`config.mk`:
```
export PLATFORM = sky130hd
export DESIGN_NAME = uart_rx_os16_flat
export DESIGN_NICKNAME = d
export VERILOG_FILES = /design/src/rtl/uart_rx_os16_if.sv /design/src/rtl/uart_rx_os16.sv /design/src/flat_wrapper.sv
export SDC_FILE = /design/constraint.sdc
export NUM_CORES = 1
export LEC_CHECK = 0
export BUFFER_PORTS_ARGS = -buffer_cell sky130_fd_sc_hd__buf_2
export CAP_MARGIN = 30
export CORE_MARGIN = 4
export CORE_UTILIZATION = 62
export DETAILED_ROUTE_END_ITERATION = 10
export PLACE_DENSITY = 0.88
export SYNTH_ARGS = -nofsm -noshare
export SYNTH_HDL_FRONTEND = slang
export SYNTH_SLANG_ARGS = --single-unit
```
`constraint.sdc`:
```
create_clock -name clk -period 3.29 [get_ports clk]
set_input_delay 0.329 -clock clk [delete_from_list [all_inputs] [get_ports clk]]
set_output_delay 0.329 -clock clk [all_outputs]
set_load 0.02 [all_outputs]
```
`src/rtl/uart_rx_os16_if.sv`:
```
// Receiver-side bundle: serial line in, decoded byte and status out.
// The state field exposes the receiver FSM for observation.
interface uart_rx_os16_if;
  timeunit 1ns;
  timeprecision 1ps;

  logic       rx;
  logic [7:0] rxbyte;
  logic       ready;
  logic       ferr;
  logic       brk;
  logic       busy;
  logic [1:0] state;

  // rxbyte is valid on the clk where ready is high; there is no back-pressure,
  // so a consumer must take the byte in that same cycle (or read the held value later).
  modport master (output rx, input rxbyte, ready, ferr, brk, busy, state);
  modport slave  (input rx, output rxbyte, ready, ferr, brk, busy, state);
endinterface

```
`src/rtl/uart_rx_os16.sv`:
```
// 8N1 UART receiver, 16x oversampling with a 3-sample majority vote per bit,
// false-start rejection, framing-error pulse and break detection.
module uart_rx_os16 #(
  parameter int CLK_HZ     = 24000000,
  parameter int BAUD       = 115200,
  parameter int OVERSAMPLE = 16
) (
  input  logic           clk,
  input  logic           reset,
  uart_rx_os16_if.slave  bus
);
  timeunit 1ns;
  timeprecision 1ps;

  localparam int DIV_RND = (CLK_HZ + (BAUD * OVERSAMPLE) / 2) / (BAUD * OVERSAMPLE);
  localparam int DIV     = (DIV_RND < 2) ? 2 : DIV_RND;
  localparam int DW      = $clog2(DIV);

  typedef enum logic [1:0] {IDLE, START, DATA, STOP} state_e;

  state_e        state_q;
  logic          rx_meta_q, rx_s_q;
  logic [DW-1:0] div_q;
  logic [3:0]    s_q;
  logic [2:0]    idx_q;
  logic [7:0]    shift_q;
  logic          smp7_q, smp8_q;
  logic          all0_q;
  logic [7:0]    rxbyte_q;
  logic          ready_q, ferr_q, brk_q;

  logic          tick;
  logic [3:0]    s_n;
  logic          maj;

  assign tick = (div_q == DW'(DIV - 1));
  // s_q holds the index of the last sample taken; the start-detect tick is sample 0.
  assign s_n  = s_q + 4'd1;
  assign maj  = (smp7_q & smp8_q) | (smp7_q & rx_s_q) | (smp8_q & rx_s_q);

  always_ff @(posedge clk) begin
    if (reset) begin
      state_q   <= IDLE;
      rx_meta_q <= 1'b1;
      rx_s_q    <= 1'b1;
      div_q     <= '0;
      s_q       <= 4'd0;
      idx_q     <= 3'd0;
      shift_q   <= 8'h00;
      smp7_q    <= 1'b1;
      smp8_q    <= 1'b1;
      all0_q    <= 1'b0;
      rxbyte_q  <= 8'h00;
      ready_q   <= 1'b0;
      ferr_q    <= 1'b0;
      brk_q     <= 1'b0;
    end else begin
      rx_meta_q <= bus.rx;
      rx_s_q    <= rx_meta_q;
      div_q     <= tick ? '0 : div_q + 1'b1;
      ready_q   <= 1'b0;
      ferr_q    <= 1'b0;
      if (tick) begin
        if (rx_s_q) brk_q <= 1'b0;
        if (state_q == IDLE) begin
          if (!rx_s_q && !brk_q) begin
            state_q <= START;
            s_q     <= 4'd0;
            all0_q  <= 1'b1;
          end
        end else begin
          s_q <= s_n;
          if (s_n == 4'd7) smp7_q <= rx_s_q;
          if (s_n == 4'd8) smp8_q <= rx_s_q;
          if (s_n == 4'd9) all0_q <= all0_q & ~maj;
          case (state_q)
            START: begin
              if (s_n == 4'd9 && maj) state_q <= IDLE;
              else if (s_n == 4'd15) begin
                state_q <= DATA;
                idx_q   <= 3'd0;
              end
            end
            DATA: begin
              if (s_n == 4'd9) shift_q[idx_q] <= maj;
              else if (s_n == 4'd15) begin
                if (idx_q == 3'd7) state_q <= STOP;
                else idx_q <= idx_q + 3'd1;
              end
            end
            STOP: begin
              // Leave at mid-stop so a back-to-back start edge is not missed.
              if (s_n == 4'd9) begin
                state_q <= IDLE;
                if (maj) begin
                  rxbyte_q <= shift_q;
                  ready_q  <= 1'b1;
                end else begin
                  ferr_q <= 1'b1;
                  if (all0_q) brk_q <= 1'b1;
                end
              end
            end
            default: state_q <= IDLE;
          endcase
        end
      end
    end
  end

  assign bus.rxbyte = rxbyte_q;
  assign bus.ready  = ready_q;
  assign bus.ferr   = ferr_q;
  assign bus.brk    = brk_q;
  assign bus.busy   = (state_q != IDLE);
  assign bus.state  = state_q;
endmodule

```
`src/flat_wrapper.sv`:
```
// flat-port wrapper written by rule: the top's interface ports become plain ports
module uart_rx_os16_flat 
#(
  parameter int CLK_HZ     = 24000000,
  parameter int BAUD       = 115200,
  parameter int OVERSAMPLE = 16
)
  (clk, reset, bus_rx, bus_rxbyte, bus_ready, bus_ferr, bus_brk, bus_busy, bus_state);
  uart_rx_os16_if bus_i ();
  input  logic clk;
  input  logic reset;
  input wire logic [$bits(bus_i.rx)-1:0] bus_rx;
  output wire logic [$bits(bus_i.rxbyte)-1:0] bus_rxbyte;
  output wire logic [$bits(bus_i.ready)-1:0] bus_ready;
  output wire logic [$bits(bus_i.ferr)-1:0] bus_ferr;
  output wire logic [$bits(bus_i.brk)-1:0] bus_brk;
  output wire logic [$bits(bus_i.busy)-1:0] bus_busy;
  output wire logic [$bits(bus_i.state)-1:0] bus_state;
  assign bus_i.rx = bus_rx;
  assign bus_rxbyte = bus_i.rxbyte;
  assign bus_ready = bus_i.ready;
  assign bus_ferr = bus_i.ferr;
  assign bus_brk = bus_i.brk;
  assign bus_busy = bus_i.busy;
  assign bus_state = bus_i.state;
  uart_rx_os16 #(.CLK_HZ(CLK_HZ), .BAUD(BAUD), .OVERSAMPLE(OVERSAMPLE)) u_core (.clk(clk), .reset(reset), .bus(bus_i));
endmodule
```
Word level (Yosys, flattened, before mapping)
Index checks and enable logic that the tools add are counted.

Register bits after elaboration: 37. Bits in latches: 0. Bits in writable memories: 0. ROM bits: 0. Bits of input ports: 3. Output and inout port bits: 14. Logic and storage cells: 100. Memories kept: 0.

Add/subtract/negate cells: 3. Multipliers: 0. Divide/modulo/power cells: 0. Order comparisons: 2. Eq/ne operators: 20. Shifts and indexed selects: 0. Multiplexer cells: 31. Bitwise logic cells: 11. Reduce and logical (&&, ||, !) cells: 19.

Operator list (number): equality test 4 bit, second input constant (4); 2-to-1 mux 2 bit (8); 2-to-1 mux 3 bit (5); 2-to-1 mux 1 bit (12); != test 3 x 1 -> 1 bit, second input constant (3); AND reduction 3 bit (3); adder 4 x 1 -> 4 bit, second input constant (2); bitwise mux 8 bit (1); 2-to-1 mux 4 bit (2); != test 2 bit, second input constant (4); AND reduction 8 bit (1); AND reduction 7 bit (1); one-hot mux 2 bit (3 select lines) (1); one-hot mux 3 bit (2 select lines) (1); nonzero test 2 bit (3); NOT 1 bit (5); AND reduction 5 bit (1); OR reduction 5 bit (1); AND 1 bit (4); equality test 2 bit, second input constant (2); equality test 4 x 3 -> 1 bit, second input constant (1); < comparator 3 x 4 -> 1 bit, second input constant (1); != test 2 x 1 -> 1 bit, second input constant (2); != test 4 x 1 -> 1 bit, second input constant (1); 13 further kinds (17).

Logic depth before layout (Yosys ltp)
Gate-level depths: netlist of the first run.

Depth after elaboration: 7. Gate-level depth with buffers: 9. Mapped depth without buffers: 8.

Least setup slack after synthesis of the first run
No wires, ideal clock.

Kind: register to register. From: register u_core.state_q[0], in the netlist u_core.bus.state[0]. To: register u_core.idx_q[0]. Setup time: 0.071 ns. Data arrival time: 1.822 ns. Required time: 3.219 ns. Slack: 1.398 ns. Cell stages (with the launch flop): 8. Path buffers: 1. Clock period less this slack: 1.892 ns. Path through: dfxtp_1 > inv_1 > ha_1 > clkbuf_1 > nor2_4 > nand4_2 > or3b_1 > a21oi_1.

Word-level cells in the longest chain between the ends: 3. Elaborated cells between the ends (all ways): 12. Classes of those cells: 7 x eq/ne; 1 x mux; 1 x bitwise; 3 x reduce/logical.

RTL lines: from (decl) (line uart_rx_os16.sv:21) `state_e state_q;`; from (signal assigned) (line uart_rx_os16.sv:43) `state_q <= IDLE;`; from (signal assigned) (line uart_rx_os16.sv:67) `state_q <= START;`; from (signal assigned) (line uart_rx_os16.sv:78) `if (s_n == 4'd9 && maj) state_q <= IDLE;`; equality test 2 bit, or another cell as far along (line uart_rx_os16.sv:76) `case (state_q)`; != test 2 bit (no line), or another cell as far along; AND reduction 8 bit (no line); to (signal assigned) (line uart_rx_os16.sv:88) `else idx_q <= idx_q + 3'd1;`; to (decl) (line uart_rx_os16.sv:25) `logic [2:0] idx_q;`.

Several ways; a longest one is shown, not always the timed one. A chain may end at the register's enable or synchronous reset.

Final worst setup path of the first run
From: register u_core.s_q[1]. To: register u_core.shift_q[7].

Word-level cells in the longest chain between the ends: 3.

RTL lines: from (decl) (line uart_rx_os16.sv:24) `logic [3:0] s_q;`; from (signal assigned) (line uart_rx_os16.sv:72) `s_q <= s_n;`; adder 4 x 1 -> 4 bit (line uart_rx_os16.sv:38) `assign s_n = s_q + 4'd1;`; equality test 4 bit (line uart_rx_os16.sv:85) `if (s_n == 4'd9) shift_q[idx_q] <= maj;`; AND reduction 4 bit (no line); to (signal, indexed assignment) (line uart_rx_os16.sv:85); to (decl) (line uart_rx_os16.sv:26) `logic [7:0] shift_q;`.

Every way passes these cells.

==> metrics.csv, run 1 <==
metric;value;unit
clock_latency;0.36;ns
cts_resized;0;
powerDensity;393;nW/um^2
grt_use_total;21.8;%
cts_tree;done;
drt-initial-drc-count;124;
wl_met3;276;microns
port_buffers;16;
firstDrtPassIters;5;
start_util;65.8;%
cap_viol_max_count;0;
ys_ff_latch;37;
route.met2.wl;1950;microns
crit_path_end_kind;register;
wl_per_cell;16.3;microns
drt_wl_total;4010;microns
tns;0;ns
clockBufferDepth;2;
syn2layout_area_growth;8.20;%
grt_pass1_vias;1483;
setup.worst_path.class;reg2reg;
period_share;67.5;%
p_leak;0.882;nW
final_area;2000;sq um
die_area;3910;sq um
die_h;62.6;microns
vias;1575;
avgSynthCellArea;9.23;sq um
drive_gt1_share;16.8;%
worst_pin_slew;0.601;ns
finalNonFillerCells;245;
register_area;741;sq um
status;complete, no violations;
worstPathRequired;3.52;ns
dp_slack;1.14;ns
max_freq;450;MHz
cts.sinks;37;
grt_overflow;0;
slew_viol_final;0;
drc;0;
fin_hold_ws;0.147;ns
period_needed;2.22;ns
slew_headroom;60.0;%
htree_levels;2;
die_w;62.6;microns
finalSetupViolations;0;
synth_async_sr_flop_share;0;%
hold_path.class;in2reg;
antenna_found_initial;0;
synth_cells;200;
arrival;2.45;ns
setup_ws;1.07;ns
placed_area;1920;sq um
post_cts_buffers;0;
ir_drop;0.000311;V
finalCoreUtilization;71.2;%
synth_enable_flop_cells;0;
syn_nets;216;
rsz0062_at_grt;no;
hold_viol_final;0;
grt_max_degree;34;
yosysSeqAreaShare;40.1;%
nets;230;
n_fill_cell;196;
ios;17;
highest_layer;met4;
multi_input_area;1020;sq um
rows;19;
ctsHoldBuffers;0;
grt_pass1_wl;6830;microns
skew;0.00645;ns
vias_per_cell;6.43;
clk_pin_slew_worst_paths;0.11;ns
drtAntennaViolNets;0;
gp_congestion;0.967;
yosys_warnings;0;
ys.flop_type;dfxtp_1;
cts_root_buf;clkbuf_4;
core;2810;sq um
syn_area;1850;sq um
hpwl;2820;microns
totalPowerFinal;785;uW
dp_cells;238;
cts_buffers;5;
worstPathMaxFanout;9;
start_kind;register;
synth.distinct_cells;44;
met1_length;1700;microns
antenna_cells;0;
## sequential cells by signal, indices dropped and copies added (netlist names)
register	cells
u_core.bus.rxbyte	8
u_core.shift_q	8
u_core.div_q	4
u_core.s_q	4
u_core.idx_q	3
u_core.bus.state	2
u_core.all0_q	1
u_core.bus.brk	1
u_core.bus.ferr	1
u_core.bus.ready	1
u_core.rx_meta_q	1
u_core.rx_s_q	1
u_core.smp7_q	1
u_core.smp8_q	1
## layout make-up
type                            instances  area share (%)
Timing Repair Buffer                   16            4.01
Tap cell                               31            1.94
Sequential cell                        37            37.1
Multi-Input combinational cell        142            51.1
Clock buffer                            5            1.88
Inverter                               12            2.26
Clock inverter                          2            1.75
## per-layer routing
metal | vias up | global-route usage [%]
li1 | 746 | -
met1 | 748 | 25.4
met2 | 71 | 36.2
met3 | 10 | 6.65
met4 | 0 | 10.7
met5 | - | 0
## final timing paths
check | startpoint | end | slack, ns | cells past startpoint
hold / removal | bus_rx | u_core.rx_meta_q | 0.15 | 2
hold reg to reg | u_core.rx_meta_q | u_core.rx_s_q | 0.43 | 1
setup / recovery | u_core.s_q[1] | u_core.shift_q[7] | 1.07 | 6
setup reg to reg | u_core.s_q[1] | u_core.shift_q[7] | 1.07 | 6
## report_power, final
group / internal [mW] / switching (mW)
logic: 0.00793 / 0.0126
registers: 0.453 / 0.00576
clock network: 0.155 / 0.151
total: 0.616 / 0.169
## synth_stat cells, types with 2 or more instances
cell type	instances	area share, %
o211ai_1	4	1.6
nand3_1	3	0.81
dfxtp_1	37	40
clkbuf_1	6	1.2
nor3_1	5	1.4
mux2i_1	12	6.5
and2_1	4	1.4
inv_1	12	2.4
nand4_1	2	0.68
and3_1	5	1.7
a21oi_2	2	0.95
o21ai_0	3	0.81
o21ai_2	2	0.95
nor2b_1	3	1.0
a311oi_1	4	1.9
a22oi_1	2	0.81
a21oi_1	6	1.6
buf_2	2	0.54
xnor2_1	3	1.4
nor2_1	19	3.9
nand2_1	13	2.6
a31oi_1	7	2.4
or3_1	2	0.68
ha_1	13	8.8
a41oi_1	3	1.4
or2_2	2	0.68
o31ai_1	2	0.81
a211oi_1	6	2.4
## critical path, stage by stage (launching register included)
cell and delay [ns]:
dfxtp_1 0.50, ha_1 0.45, o211ai_2 0.15, a21oi_2 0.38, and2b_1 0.25, and2_1 0.25
a311oi_1 0.12
## logic make-up after synthesis
family,after synthesis,synth area share (%)
buf+inv,21,4.61
flops,37,40.1
simple gates,67,19.5
fa+ha+maj,14,9.36
compound gates,46,18.5
xor+xnor,3,1.42
mux,12,6.51
## cells in the final DEF, fill, tap and decap left out, types with 5 or more instances in the layout
cell type	count
inv_1	12
nor3_1	5
buf_2	16
a211oi_1	6
and3_1	5
dfxtp_1	37
a31oi_1	7
a21oi_1	6
clkbuf_4	5
ha_1	13
nor2_1	19
mux2i_1	12
nand2_1	13
No activity file was read; power rests on OpenSTA's default activity.
==> run 2, diff against run 1 <==
--- a/config.mk
+++ b/config.mk
@@ -5,12 +5,13 @@
 export SDC_FILE = /design/constraint.sdc
 export NUM_CORES = 1
 export LEC_CHECK = 0
+export ABC_AREA = 1
 export BUFFER_PORTS_ARGS = -buffer_cell sky130_fd_sc_hd__buf_2
 export CAP_MARGIN = 30
 export CORE_MARGIN = 4
-export CORE_UTILIZATION = 62
+export CORE_UTILIZATION = 58
 export DETAILED_ROUTE_END_ITERATION = 10
-export PLACE_DENSITY = 0.88
+export PLACE_DENSITY = 0.83
 export SYNTH_ARGS = -nofsm -noshare
 export SYNTH_HDL_FRONTEND = slang
 export SYNTH_SLANG_ARGS = --single-unit
==> constraint.sdc (replaced) <==
create_clock -name clk -period 2.3 [get_ports clk]
set_input_delay 0.23 -clock clk [delete_from_list [all_inputs] [get_ports clk]]
set_output_delay 0.23 -clock clk [all_outputs]
set_load 0.02 [all_outputs]
==> run 2 against run 1 <==
Compared with the run above: synthesized area is 2.1% higher; non-clock buffer count stayed put; power is 28% higher; first-iteration DRC count is 33% lower; register-to-register slack worse by 0.70 ns; flip-flop and latch count stayed put; maximum frequency is 15% higher; largest power group unchanged; highest routed layer unchanged.
==> metrics.csv, run 2 <==
metric;value;unit;change
cpMaxStageDelayCell;dfxtp_1;;unchanged
hold_end;u_core.rx_meta_q;;unchanged
synth_top_cell_area_share;39.3;%;was 40.1%
drt_wl_total;3420;microns;was 4010 microns
ios;17;;unchanged
synthSimpleGateAreaFrac;26.6;%;was 19.5%
worstPathRequired;2.55;ns;was 3.52 ns
grt_max_degree;22;;was 34
finalNonFillerCells;319;;was 245
layout_common_cells;inv_1, nand2_1, dfxtp_1, nor2_1, a21oi_1;;was dfxtp_1, nor2_1, buf_2, nand2_1, ha_1
crit_path_end_kind;register;;unchanged
period_share;83.7;%;was 67.5%
netlist_top_cells_count;inv_1, nand2_1, dfxtp_1, nor2_1, a21oi_1;;was dfxtp_1, nor2_1, ha_1, nand2_1
port_buffers;16;;unchanged
drt-initial-drc-count;83;;was 124
synth.most_common_cell;inv_1;;was dfxtp_1
cts_tree;done;;unchanged
cp.buffers_inverters;3;;was 0
finalSetupViolations;0;;unchanged
slew_headroom;60.8;%;was 60.0%
final_common_cell;inv_1;;was dfxtp_1
synthAdderAreaFrac;8.63;%;was 9.36%
synth.distinct_cells;28;;was 44
yosysSeqAreaShare;39.3;%;was 40.1%
totalPowerFinal;1.01;mW;was 785 uW
nets;290;;was 230
firstDrtPassIters;4;;was 5
hpwl;2570;microns;was 2820 microns
ctsHoldBuffers;0;;unchanged
synth.largest_area_cell;dfxtp_1;;unchanged
clock_latency;0.33;ns;was 0.36 ns
worstHoldPathCells;2;;unchanged
grt_use_total;18.8;%;was 21.8%
vias_per_cell;4.97;;was 6.43
die_h;65;microns;was 62.6 microns
slew_viol_final;0;;unchanged
max_freq;519;MHz;was 450 MHz
avgSynthCellArea;7.33;sq um;was 9.23 sq um
final_area;2040;sq um;was 2000 sq um
synth_compound_area_share;14.2;%;was 18.5%
hold_viol_final;0;;unchanged
setup.worst_path.class;reg2reg;;unchanged
n_fill_cell;291;;was 196
muxShareOfSynthArea;0;%;was 6.51%
drc;0;;unchanged
cts_root_buf;clkbuf_4;;unchanged
hold_path.startpoint;bus_rx;;unchanged
cp.depth;9;;was 6
core;3080;sq um;was 2810 sq um
worst_pin_slew;0.587;ns;was 0.601 ns
vias;1586;;was 1575
max_stage_delay;0.39;ns;was 0.50 ns
grt_pass1_vias;1491;;was 1483
r2r_end;u_core.idx_q[2];;was u_core.shift_q[7]
die_w;65;microns;was 62.6 microns
cts_resized;0;;unchanged
skew;0.0192;ns;was 0.00645 ns
p_leak;0.916;nW;was 0.882 nW
cts_buffers;5;;unchanged
yosys_warnings;0;;unchanged
grt_pass1_wl;6340;microns;was 6830 microns
powerDensity;494;nW/um^2;was 393 nW/um^2
synth_area_leaders;dfxtp_1, inv_1, ha_1, nand2_1, nor2_1;;was dfxtp_1, ha_1, mux2i_1, nor2_1, nand2_1
rows;20;;was 19
start_kind;register;;unchanged
path_cells;inv_1, ha_1, inv_1, or2_2, a21oi_1, nand2_1, inv_1, nand3_1, a21oi_1;;was ha_1, o211ai_2, a21oi_2, and2b_1, and2_1, a311oi_1
cap_viol_max_count;0;;unchanged
crit_family;simple AND/OR/NAND/NOR gates;;was compound AO/OA/AOI/OAI gates
r2r_cells;9;;was 6
placed_area;1990;sq um;was 1920 sq um
crit_top_cell;inv_1;;
syn_area;1880;sq um;was 1850 sq um
antenna_cells;0;;unchanged
ir_drop;0.000255;V;was 0.000311 V
worstPathMaxFanout;10;;was 9
hold_path.class;in2reg;;unchanged
arrival;2.18;ns;was 2.45 ns
cts.sinks;37;;unchanged
rsz0062_at_grt;no;;unchanged
antenna_found_initial;0;;unchanged
gp_congestion;0.872;;was 0.967
clockBufferDepth;2;;unchanged
status;complete, no violations;;unchanged
wl_per_cell;10.7;microns;was 16.3 microns
clk_pin_slew_worst_paths;0.12;ns;was 0.11 ns
setup_ws;0.374;ns;was 1.07 ns
die_area;4230;sq um;was 3910 sq um
period_needed;1.93;ns;was 2.22 ns
reg2reg_from;u_core.bus.state[0];;was u_core.s_q[1]
synth_enable_flop_cells;0;;unchanged
synth_async_sr_flop_share;0;%;unchanged
tns;0;ns;unchanged
synth_xor_area_share;0.465;%;was 1.42%
drtAntennaViolNets;0;;unchanged
drive_gt1_share;13.5;%;was 16.8%
synth_cells;257;;was 200
dp_slack;0.411;ns;was 1.14 ns
start_util;61.2;%;was 65.8%
finalCoreUtilization;66.2;%;was 71.2%
syn2layout_area_growth;8.10;%;was 8.20%
synth_top_family_by_area;simple AND/OR/NAND/NOR gates;;unchanged
syn_nets;273;;was 216
dp_cells;311;;was 238
grt_overflow;0;;unchanged
r2r_slack;0.37;ns;was 1.07 ns
fin_hold_ws;0.0651;ns;was 0.147 ns
post_cts_buffers;0;;unchanged
ys.flop_type;dfxtp_1;;unchanged
ys_ff_latch;37;;unchanged
htree_levels;2;;unchanged
==> run 2: logic make-up (layout without fill, tap and decap cells) <==
| kind of cell | after synthesis | in the layout |
|---|---|---|
| simple gates | 107 | 107 |
| buf+inv | 51 | 69 |
| compound gates | 48 | 48 |
| flops | 37 | 37 |
| fa+ha+maj | 13 | 13 |
| xor+xnor | 1 | 1 |
==> run 2: final cells by class <==
| type | instances | area (sq um) | share of cell area (%) |
|---|---|---|---|
| multi-input combinational | 169 | 941 | 46.2 |
| sequential | 37 | 741 | 36.4 |
| inverter | 45 | 169 | 8.29 |
| timing repair buffer | 16 | 80.1 | 3.93 |
| tap | 44 | 55.1 | 2.70 |
| clock buffer | 6 | 41.3 | 2.03 |
| clock inverter | 2 | 10.0 | 0.491 |
==> run 2: power by group <==
group | internal (mW) | leakage (nW) | total, mW | switching, mW
clock network | 0.117 | 0.0320 | 0.324 | 0.208
registers | 0.646 | 0.299 | 0.650 | 0.00350
logic | 0.0111 | 0.585 | 0.0317 | 0.0207
total | 0.774 | 0.916 | 1.01 | 0.232
==> run 2: how the worst max path moves through the flow <==
stage               slack, ns              end                start
floorplan                0.52    u_core.smp7_q  u_core.bus.state[0]
global placement         0.46  u_core.idx_q[1]  u_core.bus.state[0]
detailed placement       0.41  u_core.idx_q[2]  u_core.bus.state[0]
CTS                      0.38  u_core.idx_q[2]  u_core.bus.state[0]
global route             0.09  u_core.idx_q[2]  u_core.bus.state[0]
finish                   0.37  u_core.idx_q[2]  u_core.bus.state[0]
==> run 2: per-layer routing <==
| metal | routed length (microns) | global-route usage [%] | part of all wire [%] |
|---|---|---|---|
| met5 | 0 | 0 | 0 |
| met4 | 34 | 7.12 | 0.99 |
| met3 | 131 | 3.81 | 3.8 |
| met2 | 1590 | 30.7 | 46 |
| met1 | 1670 | 24.4 | 49 |
==> run 3, diff against run 2 <==
==> constraint.sdc (replaced) <==
create_clock -name clk -period 2 [get_ports clk]
set_input_delay 0.2 -clock clk [delete_from_list [all_inputs] [get_ports clk]]
set_output_delay 0.2 -clock clk [all_outputs]
set_load 0.02 [all_outputs]
==> run 3 against run 2 <==
Compared with the run above: sequential power rose by 15%; sequential share of layout area decreased by 1.2 points; global-route usage decreased by 0.050 points; die area unchanged; power increased by 32%; setup slack lost 0.17 ns; critical path depth is 1 higher; clock skew is 0.013 ns lower; cell count increased by 1.3%.
==> metrics.csv, run 3 (synthesis gave the netlist of run 2 again) <==
metric;value;unit;change
status;complete, no violations;;unchanged
drc;0;;unchanged
antenna_found_initial;0;;unchanged
arrival;2.03;ns;was 2.18 ns
htree_levels;2;;unchanged
worstHoldPathCells;2;;unchanged
cap_viol_max_count;0;;unchanged
hold_path.class;in2reg;;unchanged
ir_drop;0.000477;V;was 0.000255 V
grt_pass1_wl;6310;microns;was 6340 microns
n_fill_cell;281;;was 291
crit_path_end_kind;register;;unchanged
clk_pin_slew_worst_paths;0.11;ns;was 0.12 ns
gp_congestion;0.847;;was 0.872
nets;294;;was 290
port_buffers;16;;unchanged
cts_buffers;5;;unchanged
firstDrtPassIters;4;;unchanged
antenna_cells;0;;unchanged
rows;20;;unchanged
hold_viol_final;0;;unchanged
post_cts_buffers;0;;unchanged
drt_wl_total;3450;microns;was 3420 microns
vias;1608;;was 1586
fin_hold_ws;0.0481;ns;was 0.0651 ns
cts.sinks;37;;unchanged
core;3080;sq um;unchanged
skew;0.00578;ns;was 0.0192 ns
layout_common_cells;inv_1, nand2_1, dfxtp_1, nor2_1, a21oi_1;;unchanged
grt_max_degree;19;;was 22
grt_overflow;0;;unchanged
tns;0;ns;unchanged
period_needed;1.80;ns;was 1.93 ns
start_util;61.2;%;unchanged
ios;17;;unchanged
clock_latency;0.33;ns;about the same
die_h;65;microns;unchanged
finalSetupViolations;0;;unchanged
grt_pass1_vias;1507;;was 1491
period_share;89.9;%;was 83.7%
setup.worst_path.class;reg2reg;;unchanged
syn2layout_area_growth;11.9;%;was 8.10%
wl_per_cell;10.7;microns;about the same
start_kind;register;;unchanged
worst_pin_slew;0.349;ns;was 0.587 ns
clockBufferDepth;2;;unchanged
drive_gt1_share;15.8;%;was 13.5%
cts_tree;done;;unchanged
ctsHoldBuffers;0;;unchanged
p_leak;0.949;nW;was 0.916 nW
die_area;4230;sq um;unchanged
die_w;65;microns;unchanged
cts_root_buf;clkbuf_4;;unchanged
powerDensity;629;nW/um^2;was 494 nW/um^2
max_freq;556;MHz;was 519 MHz
slew_headroom;76.7;%;was 60.8%
drt-initial-drc-count;86;;was 83
hpwl;2580;microns;was 2570 microns
final_common_cell;inv_1;;unchanged
vias_per_cell;4.98;;was 4.97
rsz0062_at_grt;no;;unchanged
drtAntennaViolNets;0;;unchanged
worstPathRequired;2.23;ns;was 2.55 ns
r2r_cells;10;;was 9
grt_use_total;18.8;%;about the same
slew_viol_final;0;;unchanged
worstPathMaxFanout;16;;was 10
-- run 3: cell types whose count changed in the layout (fill, tap and decap cells not counted), sizes merged --
cell / delta
clkinv: -2
buf: +4
clkinvlp: +1
bufinv: +1
-- run 3: worst paths after layout --
kind	to	slack, ns	startpoint
min reg2reg	u_core.rx_s_q	0.43	u_core.rx_meta_q
max	u_core.bus.rxbyte[3]	0.20	u_core.s_q[0]
max reg2reg	u_core.bus.rxbyte[3]	0.20	u_core.s_q[0]
min	u_core.rx_meta_q	0.05	bus_rx
-- run 3: per-stage QoR --
stage	util, %	area, sq um	setup WS [ns]	std cells	power [mW]
after global routing	68.5	2110	0.00588	323	1.38
final	68.5	2110	0.202	323	1.33
after global placement	65.5	2020	0.278	315	0.801
after CTS	68.4	2100	0.183	323	1.34
after detailed placement	65.5	2020	0.214	315	0.803
after floorplan	-	1880	0.222	257	0.792
-- run 3: worst max-delay path: stages (launching register included) --
cell and delay, ns:
dfxtp_1 0.43, ha_1 0.23, inv_1 0.07, nand2_1 0.07
nand2_2 0.07, nor2_4 0.13, nand2_4 0.09, nor2_8 0.16
nand3_4 0.19, o21ai_0 0.22, a21oi_1 0.06
-- run 3: cell type report --
type / count / area [sq um] / area share [%]
Multi-Input combinational cell: 169 / 943 / 44.7
Sequential cell: 37 / 742 / 35.2
Inverter: 45 / 169 / 8.01
Timing Repair Buffer: 20 / 110 / 5.22
Tap cell: 44 / 55.1 / 2.61
Clock buffer: 6 / 51.3 / 2.43
Clock inverter: 2 / 37.5 / 1.78
-- run 3: repair_timing --
| item | in CTS | in global routing |
|---|---|---|
| gates resized for setup | 0 | 2 |
| hold endpoints to repair | 0 | 0 |
| setup endpoints to repair | 0 | 1 |
-- run 3: report_power, final --
group          total (mW)  switching, mW  internal, mW
registers           0.748        0.00415         0.743
logic              0.0384         0.0245        0.0139
clock network       0.539          0.242         0.297
total                1.33          0.271          1.05
-- run 3: routing by layer --
| metal | GRT usage, % | vias to the layer above | wire, microns |
|---|---|---|---|
| li1 | - | 855 | - |
| met1 | 24.6 | 705 | 1680 |
| met2 | 29.9 | 41 | 1530 |
| met3 | 3.64 | 7 | 189 |
| met4 | 8.18 | 0 | 51 |
| met5 | 0 | - | 0 |
